**config.mk**
```make
export PLATFORM = sky130hd
export DESIGN_NAME = led_blinker_multi
export DESIGN_NICKNAME = d
export VERILOG_FILES = /design/src/rtl/led_pkg.sv /design/src/rtl/led_channel.sv /design/src/rtl/led_blinker_multi.sv
export SDC_FILE = /design/constraint.sdc
export NUM_CORES = 1
export LEC_CHECK = 0
export CAP_MARGIN = 30
export CELL_PAD_IN_SITES_DETAIL_PLACEMENT = 1
export CELL_PAD_IN_SITES_GLOBAL_PLACEMENT = 2
export CORE_AREA = 2 2 205 207
export CTS_CLUSTER_SIZE = 30
export DETAILED_ROUTE_END_ITERATION = 16
export DIE_AREA = 0 0 207 209
export HOLD_SLACK_MARGIN = 0.02
export PLACE_DENSITY_LB_ADDON = 0.15
export SLEW_MARGIN = 10
export SYNTH_ARGS = -nofsm -noshare
export SYNTH_HDL_FRONTEND = slang
export SYNTH_HIERARCHICAL = 1
export SYNTH_SLANG_ARGS = --single-unit
```
**constraint.sdc**
```tcl
create_clock -name clock -period 3.01 [get_ports clock]
set_input_delay 0.602 -clock clock [delete_from_list [all_inputs] [get_ports clock]]
set_output_delay 0.602 -clock clock [all_outputs]
set_load 0.1 [all_outputs]
```
**src/rtl/led_pkg.sv**
```systemverilog
// Shared definitions for the multi-channel LED blinker: mode encodings and
// the prescaler divide-ratio helper.
package led_pkg;

  localparam int unsigned MODE_W = 2;

  localparam logic [MODE_W-1:0] MODE_OFF     = 2'd0;
  localparam logic [MODE_W-1:0] MODE_ON      = 2'd1;
  localparam logic [MODE_W-1:0] MODE_BLINK   = 2'd2;
  localparam logic [MODE_W-1:0] MODE_ONESHOT = 2'd3;

  // Clock cycles per tick; a zero tick rate yields 0 so the elaboration check trips.
  function automatic int unsigned calc_tick_div(input int unsigned clk_hz,
                                                input int unsigned tick_hz);
    return (tick_hz == 0) ? 0 : clk_hz / tick_hz;
  endfunction

endpackage

```
**src/rtl/led_channel.sv**
```systemverilog
// One LED channel: holds its mode, period, on-time and tick counter, and
// produces a registered LED drive plus a one-cycle ONESHOT completion pulse.
module led_channel
  import led_pkg::*;
#(
  parameter int unsigned TIME_W     = 16,
  parameter int unsigned DEF_MODE   = 2,
  parameter int unsigned DEF_PERIOD = 1000,
  parameter int unsigned DEF_ON     = 500
) (
  input  logic              clock,
  input  logic              reset,
  input  logic              tick,
  input  logic              load,
  input  logic [MODE_W-1:0] cfg_mode,
  input  logic [TIME_W-1:0] cfg_period,
  input  logic [TIME_W-1:0] cfg_on,
  output logic              led,
  output logic              done
);

  logic [MODE_W-1:0] mode_q, mode_d;
  logic [TIME_W-1:0] period_q, period_d;
  logic [TIME_W-1:0] on_q, on_d;
  logic [TIME_W-1:0] cnt_q, cnt_d;
  logic [TIME_W-1:0] last_cnt;
  logic              led_q, led_d;
  logic              fin_q, fin_d;
  logic              done_q;

  // Period 0 behaves like period 1, so the counter never leaves 0.
  assign last_cnt = (period_q == '0) ? '0 : period_q - TIME_W'(1);

  // Next-state: a config load wins over a tick or a completion in the same cycle.
  always_comb begin
    mode_d   = mode_q;
    period_d = period_q;
    on_d     = on_q;
    cnt_d    = cnt_q;
    fin_d    = 1'b0;
    if (load) begin
      mode_d   = cfg_mode;
      period_d = cfg_period;
      on_d     = cfg_on;
      cnt_d    = '0;
    end else begin
      case (mode_q)
        MODE_BLINK: begin
          if (tick) cnt_d = (cnt_q == last_cnt) ? '0 : cnt_q + TIME_W'(1);
        end
        MODE_ONESHOT: begin
          // Completion is checked every cycle so on=0 finishes without waiting a tick.
          if (cnt_q == on_q) begin
            mode_d = MODE_OFF;
            cnt_d  = '0;
            fin_d  = 1'b1;
          end else if (tick) begin
            cnt_d = cnt_q + TIME_W'(1);
          end
        end
        default: cnt_d = '0;
      endcase
    end
  end

  // LED drive computed from the current state, registered below.
  always_comb begin
    led_d = 1'b0;
    case (mode_q)
      MODE_ON:                  led_d = 1'b1;
      MODE_BLINK, MODE_ONESHOT: led_d = (cnt_q < on_q);
      default:                  led_d = 1'b0;
    endcase
  end

  // Channel state; done trails the completion edge by one cycle.
  always_ff @(posedge clock or posedge reset) begin
    if (reset) begin
      mode_q   <= MODE_W'(DEF_MODE);
      period_q <= TIME_W'(DEF_PERIOD);
      on_q     <= TIME_W'(DEF_ON);
      cnt_q    <= '0;
      led_q    <= 1'b0;
      fin_q    <= 1'b0;
      done_q   <= 1'b0;
    end else begin
      mode_q   <= mode_d;
      period_q <= period_d;
      on_q     <= on_d;
      cnt_q    <= cnt_d;
      led_q    <= led_d;
      fin_q    <= fin_d;
      done_q   <= fin_q;
    end
  end

  assign led  = led_q;
  assign done = done_q;

endmodule

```
**src/rtl/led_blinker_multi.sv**
```systemverilog
// Multi-channel LED blinker: shared tick prescaler, valid/ready config port
// with channel decode, and one led_channel per output.
module led_blinker_multi
  import led_pkg::*;
#(
  parameter int unsigned CLK_FREQ_HZ = 50_000_000,
  parameter int unsigned TICK_HZ     = 1000,
  parameter int unsigned CHANNELS    = 4,
  parameter int unsigned TIME_W      = 16,
  parameter int unsigned DEF_MODE    = 2,
  parameter int unsigned DEF_PERIOD  = 1000,
  parameter int unsigned DEF_ON      = 500
) (
  input  logic                clock,
  input  logic                reset,
  input  logic                cfg_valid,
  output logic                cfg_ready,
  input  logic [3:0]          cfg_ch,
  input  logic [MODE_W-1:0]   cfg_mode,
  input  logic [TIME_W-1:0]   cfg_period,
  input  logic [TIME_W-1:0]   cfg_on,
  output logic                cfg_err,
  output logic [CHANNELS-1:0] led,
  output logic [CHANNELS-1:0] done
);

  localparam int unsigned TICK_DIV = calc_tick_div(CLK_FREQ_HZ, TICK_HZ);
  localparam int unsigned PRE_W    = (TICK_DIV > 1) ? $clog2(TICK_DIV) : 1;

  if (TICK_DIV < 2 || TICK_HZ * TICK_DIV != CLK_FREQ_HZ) begin : g_bad_tick_div
    $error("led_blinker_multi: CLK_FREQ_HZ/TICK_HZ must be an integer >= 2");
  end
  if (CHANNELS < 1 || CHANNELS > 16) begin : g_bad_channels
    $error("led_blinker_multi: CHANNELS must be 1..16");
  end

  logic [PRE_W-1:0]    pre_q;
  logic                tick;
  logic                ready_q;
  logic                err_q;
  logic                accept;
  logic                ch_ok;
  logic [CHANNELS-1:0] load;

  assign tick   = (pre_q == PRE_W'(TICK_DIV - 1));
  assign accept = cfg_valid & ready_q;
  assign ch_ok  = ({1'b0, cfg_ch} < 5'(CHANNELS));

  // Free-running prescaler; config traffic never disturbs it.
  always_ff @(posedge clock or posedge reset) begin
    if (reset) pre_q <= '0;
    else       pre_q <= tick ? '0 : pre_q + PRE_W'(1);
  end

  // Handshake: ready drops for one cycle after each accept; bad channels flag an error.
  always_ff @(posedge clock or posedge reset) begin
    if (reset) begin
      ready_q <= 1'b0;
      err_q   <= 1'b0;
    end else begin
      ready_q <= ~accept;
      err_q   <= accept & ~ch_ok;
    end
  end

  // Per-channel load strobe decoded from the target channel.
  always_comb begin
    load = '0;
    for (int i = 0; i < CHANNELS; i++) begin
      load[i] = accept & ch_ok & (cfg_ch == 4'(i));
    end
  end

  for (genvar i = 0; i < CHANNELS; i++) begin : g_ch
    led_channel #(
      .TIME_W    (TIME_W),
      .DEF_MODE  (DEF_MODE),
      .DEF_PERIOD(DEF_PERIOD),
      .DEF_ON    (DEF_ON)
    ) u_ch (
      .clock     (clock),
      .reset     (reset),
      .tick      (tick),
      .load      (load[i]),
      .cfg_mode  (cfg_mode),
      .cfg_period(cfg_period),
      .cfg_on    (cfg_on),
      .led       (led[i]),
      .done      (done[i])
    );
  end

  assign cfg_ready = ready_q;
  assign cfg_err   = err_q;

endmodule

```
==> impl_metrics.ini, run 1 <==
[sta]
grt_setup_unrepaired = true
min_period_ns = 2.980
tns_ns = 0
max_freq_mhz = 335.6
drv_slew = 0
setup_ws_ns = 0.02991
hold_ws_ns = 0.3466
worst_slew_pin_slew_ns = 0.7644
slew_headroom = 0.4899
final-hold-violation-count = 0
setup_viol = 0
fin_skew_ns = 0.01772
period_share = 0.9901

[synthesis]
ys_ff_latch = 230
synth_cell_types = 88
synth.area.mux_share = 0.05489
yosysWarnings = 6
synth-edff-count = 0
avgSynthCellArea_um2 = 9.396
syn-instance-count = 1560
synth_fa_ha_area_frac = 0.06231
synth_top_family_by_area = simple AND/OR/NAND/NOR gates
async_flop_share = 1.000
ys_seq_area_frac = 0.3971
yosys_most_used_dff = dfrtp_1
synth-simple-area-share = 0.2385
synth_fp_nets = 1674
syn_area_um2 = 14660
synth_compound_area_frac = 0.1283
synth_xor_area_frac = 0.06803

[floorplan]
core_um2 = 41290
die_height_um = 209
die_w_um = 207
pin_count = 51
die-area_um2 = 43260
rows = 75
start_util = 0.3550

[routing]
dr.pass1.iters = 4
num_vias = 12660
drt_iter0_markers = 510
drc = 0
wirelength_um = 49240
avgRoutedWirePerCell_um = 21.21
ant_nets = 0
vias_per_cell = 5.454

[global_routing]
grt_pass1_vias = 13170
grt_first_pass_wirelength_um = 77220
grt_start_max_net_pins = 54
antenna_found_initial = 2
grt_util_all_layers = 0.2252
globalRouteOverflowTotal = 0

[power_and_ir_drop]
p_switching_mw = 3.895
swShare = 0.3481
clock_power_share = 0.301
p_total_mw = 11.19
seqPwrFrac = 0.362
cellLeakagePower_nw = 7.922
internal_power_mw = 7.293
power_density_nw_per_um2 = 599.4
share_comb_of_total_power = 0.337
ir_drop_mv = 0.4420

[clock_network]
cts_sinks = 230
clk_path_buf_depth = 3
cts_tree = built
htree_levels = 1
cts_inserted_buffers = 29
path_clk_slew_ns = 0.06
clkLatencyLatePin_ns = 0.57
cts-root-buf = clkbuf_16
holdBufCountCts = 0

[finish]
final_core_util = 0.4520
fillerInstances = 4680
synthToLayoutAreaGrowth_pct = 27.33
design_area_um2 = 18660
final_nets = 1873
stdcell_count = 2322
layout-drive-gt1-share = 0.2856

[run_status]
outcome = completed

[setup_path]
start_kind = flip-flop
end_kind = flip-flop
cp_max_fo = 9
critPathKind = reg2reg
worstPathArrival_ns = 3.44
crit_required_ns = 3.47

[placement]
place_area_um2 = 16900
gp_congestion = 0.8588
dp_slack_ns = -0.1479
hpwl_um = 36800
io_buffers = 50
place_inst = 2240

[worst_hold_path]
hold_path.class = reg2reg

[flow_run]
drv_cap = 0
[state kept, by name (all words and copies together), names as in the netlist, 4 cells and up]
name and flops:
g_ch.u_ch/done 4, g_ch.u_ch/fin_q 4, g_ch.u_ch/led 4, g_ch.u_ch/mode_q 8, g_ch.u_ch/period_q 64, pre_q 16
g_ch.u_ch/cnt_q 64, g_ch.u_ch/on_q 64
[critical path: stages (launching register included)]
cell and delay, ns:
dfrtp_1 0.39, inv_2 0.09, ha_4 0.13, or4b_4 0.48, or4_4 0.49, o311ai_2 0.27, nand4_1 0.16, a21oi_2 0.23
o221ai_4 0.16, nor3_4 0.26, buf_12 0.17, nor3_2 0.05
[repair_timing]
| action | 4_1_cts | 5_1_grt |
|---|---|---|
| setup buffers | 4 | 23 |
| resized for setup | 35 | 78 |
| endpoints found under the setup margin | 38 | 64 |
| cloned | 0 | 1 |
| pin swaps | 15 | 54 |
[kinds of logic (layout without fill, tap and decap cells)]
| kind of cell | Yosys count | in the layout |
|---|---|---|
| flops | 230 | 230 |
| buf+inv | 174 | 396 |
| simple gates | 611 | 611 |
| other cells | 0 | 1 |
| fa+ha+maj | 73 | 73 |
| compound gates | 290 | 290 |
| xor+xnor | 109 | 109 |
| mux | 73 | 73 |
[routing by layer]
layer / GRT usage / part of all wire
met4: 0.04828 / 0.021
met3: 0.02435 / 0.025
met5: 0 / 0
met1: 0.3127 / 0.48
met2: 0.3792 / 0.48
[synth_stat cells, types with 8 or more instances]
cell type	instances	share of area
a211oi_1	8	0.0041
a21o_1	16	0.0082
a21oi_1	48	0.016
a31oi_1	11	0.0047
and3_1	33	0.014
buf_6	10	0.0077
clkbuf_1	53	0.014
dfrtp_1	178	0.30
dfstp_2	52	0.093
ha_1	73	0.062
inv_1	94	0.024
mux2_2	59	0.045
mux2i_1	14	0.0096
nand2_1	155	0.040
nand2b_1	19	0.0081
nand3_1	33	0.011
nand3b_1	8	0.0041
nand4_1	55	0.023
nor2_1	74	0.019
nor2b_1	17	0.0073
nor3_1	64	0.022
nor3_2	10	0.0068
nor3b_1	12	0.0061
nor4_1	18	0.0077
nor4_2	9	0.0077
o211ai_1	17	0.0087
o21a_1	17	0.0087
o21ai_0	104	0.036
or2_2	9	0.0038
or3_1	21	0.0090
or4_1	17	0.0087
xnor2_1	43	0.026
xor2_1	63	0.038
[layout make-up]
cell class	instances	area [um^2]	area share
Multi-Input combinational cell	1156	8712	0.4668
Timing Repair Buffer	248	2177	0.1166
Inverter	94	352.8	0.01890
Tap cell	539	674.4	0.03613
Clock inverter	9	58.81	0.003151
Antenna cell	1	2.502	0.0001341
Sequential cell	230	5821	0.3119
Clock buffer	45	865.8	0.04639
[placed cells by master, fill, tap and decap left out, types with 30 or more instances in the layout]
cell type and count:
dfstp_2 52, clkdlybuf4s50_1 40, nand4_1 55, xor2_1 62, nand3_1 33, mux2_2 59
xnor2_1 43, clkbuf_16 30, buf_4 187, ha_1 70, and3_1 32, nand2_1 155
dfrtp_1 178, nor3_1 48, inv_1 85, nor2_1 70, a21oi_1 47, o21ai_0 102
[power groups by stage]
stage               clock, mW  sequential, mW  combinational [mW]
detailed placement          0            4.07                3.35
floorplan                   0            4.15                2.04
finish                   3.37            4.05                3.77
CTS                      3.47            4.03                3.48
global route             3.58            4.11                4.13
global placement            0            4.05                3.27
[final timing paths]
check	depth (start not counted)	to	from	slack (ns)
setup / recovery	11	g_ch[0].u_ch/cnt_q[3]$_DFFE_PP0P_	g_ch[0].u_ch/period_q[0]$_DFFE_PP0P_	0.03
hold / removal	0	g_ch[2].u_ch/done$_DFF_PP0_	g_ch[2].u_ch/fin_q$_DFF_PP0_	0.35
setup reg to reg	11	g_ch[0].u_ch/cnt_q[3]$_DFFE_PP0P_	g_ch[0].u_ch/period_q[0]$_DFFE_PP0P_	0.03
hold reg to reg	0	g_ch[2].u_ch/done$_DFF_PP0_	g_ch[2].u_ch/fin_q$_DFF_PP0_	0.35
max in group asynchronous	3	g_ch[3].u_ch/period_q[3]$_DFFE_PP1P_	reset	1.60
min in group asynchronous	3	g_ch[0].u_ch/period_q[15]$_DFFE_PP0P_	reset	0.77
Power figures use the tool's default switching activity.
==> inputs of run 2 (changes only) <==
HOLD_SLACK_MARGIN = 0.15   (was 0.02)
==> results of run 2 <==
The final DEF is identical to that of run 1; final timing and power are the same.
==> inputs of run 3 (changes only) <==
ABC_AREA = 1   (was not set)
CORE_AREA = 2 2 218 220   (was 2 2 205 207)
CTS_CLUSTER_SIZE = 28   (was 30)
DIE_AREA = 0 0 220 222   (was 0 0 207 209)
==> run 3 against run 2 <==
- sequential cell count unchanged
- combinational power down 20%
- critical endpoint is now g_ch[2].u_ch/cnt_q[2]$_DFFE_PP0P_
- utilization down 7.0 points
==> impl_metrics.ini, run 3 <==
[run_status]
outcome = completed

[placement]
place_inst = 2761
io_buffers = 50
gp_congestion = 0.8419
dp_slack_ns = 0.2751
hpwl_um = 39320
place_area_um2 = 16530

[finish]
antenna_cells = 0
layout_common_cells = nand2_1 (667), inv_1 (266), dfrtp_1 (178)
layout-drive-gt1-share = 0.1307
final_nets = 2301
design_area_um2 = 17690
seq_area_um2 = 5821
final_common_cell = nand2_1
fillerInstances = 5758
reg_top3 = g_ch.u_ch/cnt_q (64), g_ch.u_ch/on_q (64), g_ch.u_ch/period_q (64)
stdcell_count = 2818
synthToLayoutAreaGrowth_pct = 16.30
multiInputGateArea_um2 = 8035
final_core_util = 0.3824

[setup_path]
critPathKind = reg2reg
ff2ff_path_depth = 14
end_kind = flip-flop
crit_required_ns = 3.47
timing.rr.start = g_ch[2].u_ch/cnt_q[13]$_DFFE_PP0P_
critPathMostFrequentCell = nand2_1
worstPathCellList = ha_1 > nand2_1 > nor2_1 > nand2_1 > o21ai_0 > nand2_1 > nor2_1 > nand2_1 > nor2_1 > nand2_1 > nor2_2 > nand2_4 > nand2_8 > o21ai_2
start_kind = flip-flop
r2r_end = g_ch[2].u_ch/cnt_q[2]$_DFFE_PP0P_
r2r_slack_ns = 0.40
cp_max_fo = 10
max_stage_delay_ns = 0.47
slowest_stage = dfrtp_1
worstPathArrival_ns = 3.07

[clock_network]
path_clk_slew_ns = 0.06
cts-root-buf = clkbuf_16
clkLatencyLatePin_ns = 0.58
cts_resized = 0
cts_tree = built
cts_inserted_buffers = 31
htree_levels = 1
holdBufCountCts = 0
clk_path_buf_depth = 3
cts_sinks = 230
postCtsSetupRepairBufs = 0

[global_routing]
top_usage_layer = met2
globalRouteOverflowTotal = 0
antenna_found_initial = 0
grt_first_pass_wirelength_um = 81420
use_met2 = 0.3604
grt_start_max_net_pins = 66
grtUsageMet3 = 0.02387
grt_util_all_layers = 0.2144
grt_pass1_vias = 14260
globalRouteMet1Util = 0.2908

[worst_hold_path]
hold_end = g_ch[0].u_ch/done$_DFF_PP0_
worstHoldStart = g_ch[0].u_ch/fin_q$_DFF_PP0_
hold_depth = 0
hold_path.class = reg2reg

[power_and_ir_drop]
internal_power_mw = 7.319
p_total_mw = 11.28
cellLeakagePower_nw = 8.529
ir_drop_mv = 0.4189
swShare = 0.3513
seqPwrFrac = 0.363
power_density_nw_per_um2 = 637.9
clock_power_share = 0.371
share_comb_of_total_power = 0.266
p_switching_mw = 3.964

[synthesis]
synth_cell_types = 50
async_flop_share = 1.000
yosys_most_used_dff = dfrtp_1
synth_area_leaders = dfrtp_1 (29%), nand2_1 (16%), dfstp_2 (9.0%), inv_1 (6.7%), ha_1 (6.0%)
yosysWarnings = 6
yosysMostFrequentCell = nand2_1
ys_seq_area_frac = 0.3827
yosysTopAreaCellShare = 0.2929
synth.largest_area_cell = dfrtp_1
synth_fp_nets = 2237
synth-edff-count = 0
synth_common_cells = nand2_1 (667), inv_1 (270), dfrtp_1 (178)
syn_area_um2 = 15210
ys_ff_latch = 230
avgSynthCellArea_um2 = 7.164
syn-instance-count = 2123

[flow_run]
drv_cap = 0

[sta]
drv_slew = 0
fin_skew_ns = 0.01788
min_period_ns = 2.610
final-hold-violation-count = 0
setup_ws_ns = 0.4000
hold_ws_ns = 0.3594
worst_slew_pin_slew_ns = 0.7297
slew_headroom = 0.5130
setup_viol = 0
tns_ns = 0
max_freq_mhz = 383.1
grt_setup_unrepaired = false
period_share = 0.8671

[routing]
drc = 0
drt_iter0_markers = 738
dr.pass1.iters = 5
avgRoutedWirePerCell_um = 18.50
num_vias = 13990
wirelength_um = 52130
ant_nets = 0
vias_per_cell = 4.963

[floorplan]
pin_count = 51
die-area_um2 = 48840
start_util = 0.3288
die_w_um = 220
rows = 79
die_height_um = 222
core_um2 = 46260
run 3: changes by cell type after synthesis, moves of 33 or more:
cell	change
nand3_1	+134
and3_1	-33
mux2_2	-59
xnor2_1	-40
nor3_1	-45
nand2_1	+512
o21ai_2	+40
inv_1	+176
o21ai_0	+48
nor2_1	+90
run 3: worst max-delay path by stage:
stage                                                     to                          startpoint  slack, ns  depth (start not counted)
after floorplan            g_ch[3].u_ch/cnt_q[3]$_DFFE_PP0P_                 cfg_ready$_DFF_PP0_       0.53                          9
after global placement    g_ch[3].u_ch/mode_q[0]$_DFFE_PP0P_                           cfg_ch[3]       0.31                          8
after detailed placement  g_ch[3].u_ch/mode_q[0]$_DFFE_PP0P_                           cfg_ch[3]       0.28                          8
after CTS                  g_ch[2].u_ch/cnt_q[2]$_DFFE_PP0P_  g_ch[2].u_ch/cnt_q[13]$_DFFE_PP0P_       0.37                         14
after global routing       g_ch[2].u_ch/cnt_q[2]$_DFFE_PP0P_  g_ch[2].u_ch/cnt_q[13]$_DFFE_PP0P_       0.10                         14
final                      g_ch[2].u_ch/cnt_q[2]$_DFFE_PP0P_  g_ch[2].u_ch/cnt_q[13]$_DFFE_PP0P_       0.40                         14
run 3: routing by layer:
layer	wire length, um	share of wire
met3	1261	0.024
met1	24690	0.47
met4	1564	0.030
met5	0	0
met2	24610	0.47
run 3: power groups by stage:
stage / combinational, mW / sequential (mW) / clock (mW)
after floorplan: 2.00 / 4.18 / 0
after CTS: 3.05 / 4.09 / 4.32
after detailed placement: 3.03 / 4.13 / 0
after global routing: 3.44 / 4.16 / 4.41
final: 3.00 / 4.09 / 4.19
after global placement: 2.94 / 4.13 / 0
run 3: kinds of logic (layout without fill, tap and decap cells):
| family | count (synthesis) | after routing | share of synthesized area |
|---|---|---|---|
| buffers and inverters | 341 | 429 | 0.09033 |
| XOR/XNOR | 34 | 34 | 0.01958 |
| AND/OR/NAND/NOR | 1179 | 1179 | 0.3427 |
| AO/OA/AOI/OAI | 266 | 266 | 0.1046 |
| flip-flops | 230 | 230 | 0.3827 |
| adder cells (fa/ha/maj) | 73 | 73 | 0.06005 |
run 3: critical path: cells and delay by family (launching register included):
kind | cells | cell delay [ns]
compound gates | 2 | 0.37
fa+ha+maj | 1 | 0.34
simple gates | 11 | 1.31
flops | 1 | 0.47
run 3: cell type report:
type | instances | area share
flip-flops and latches | 230 | 0.3291
clock inverters | 20 | 0.01783
clock buffers | 37 | 0.04739
multi-input cells | 1552 | 0.4543
well taps | 607 | 0.04294
repair buffers | 96 | 0.04994
inverters | 276 | 0.05857
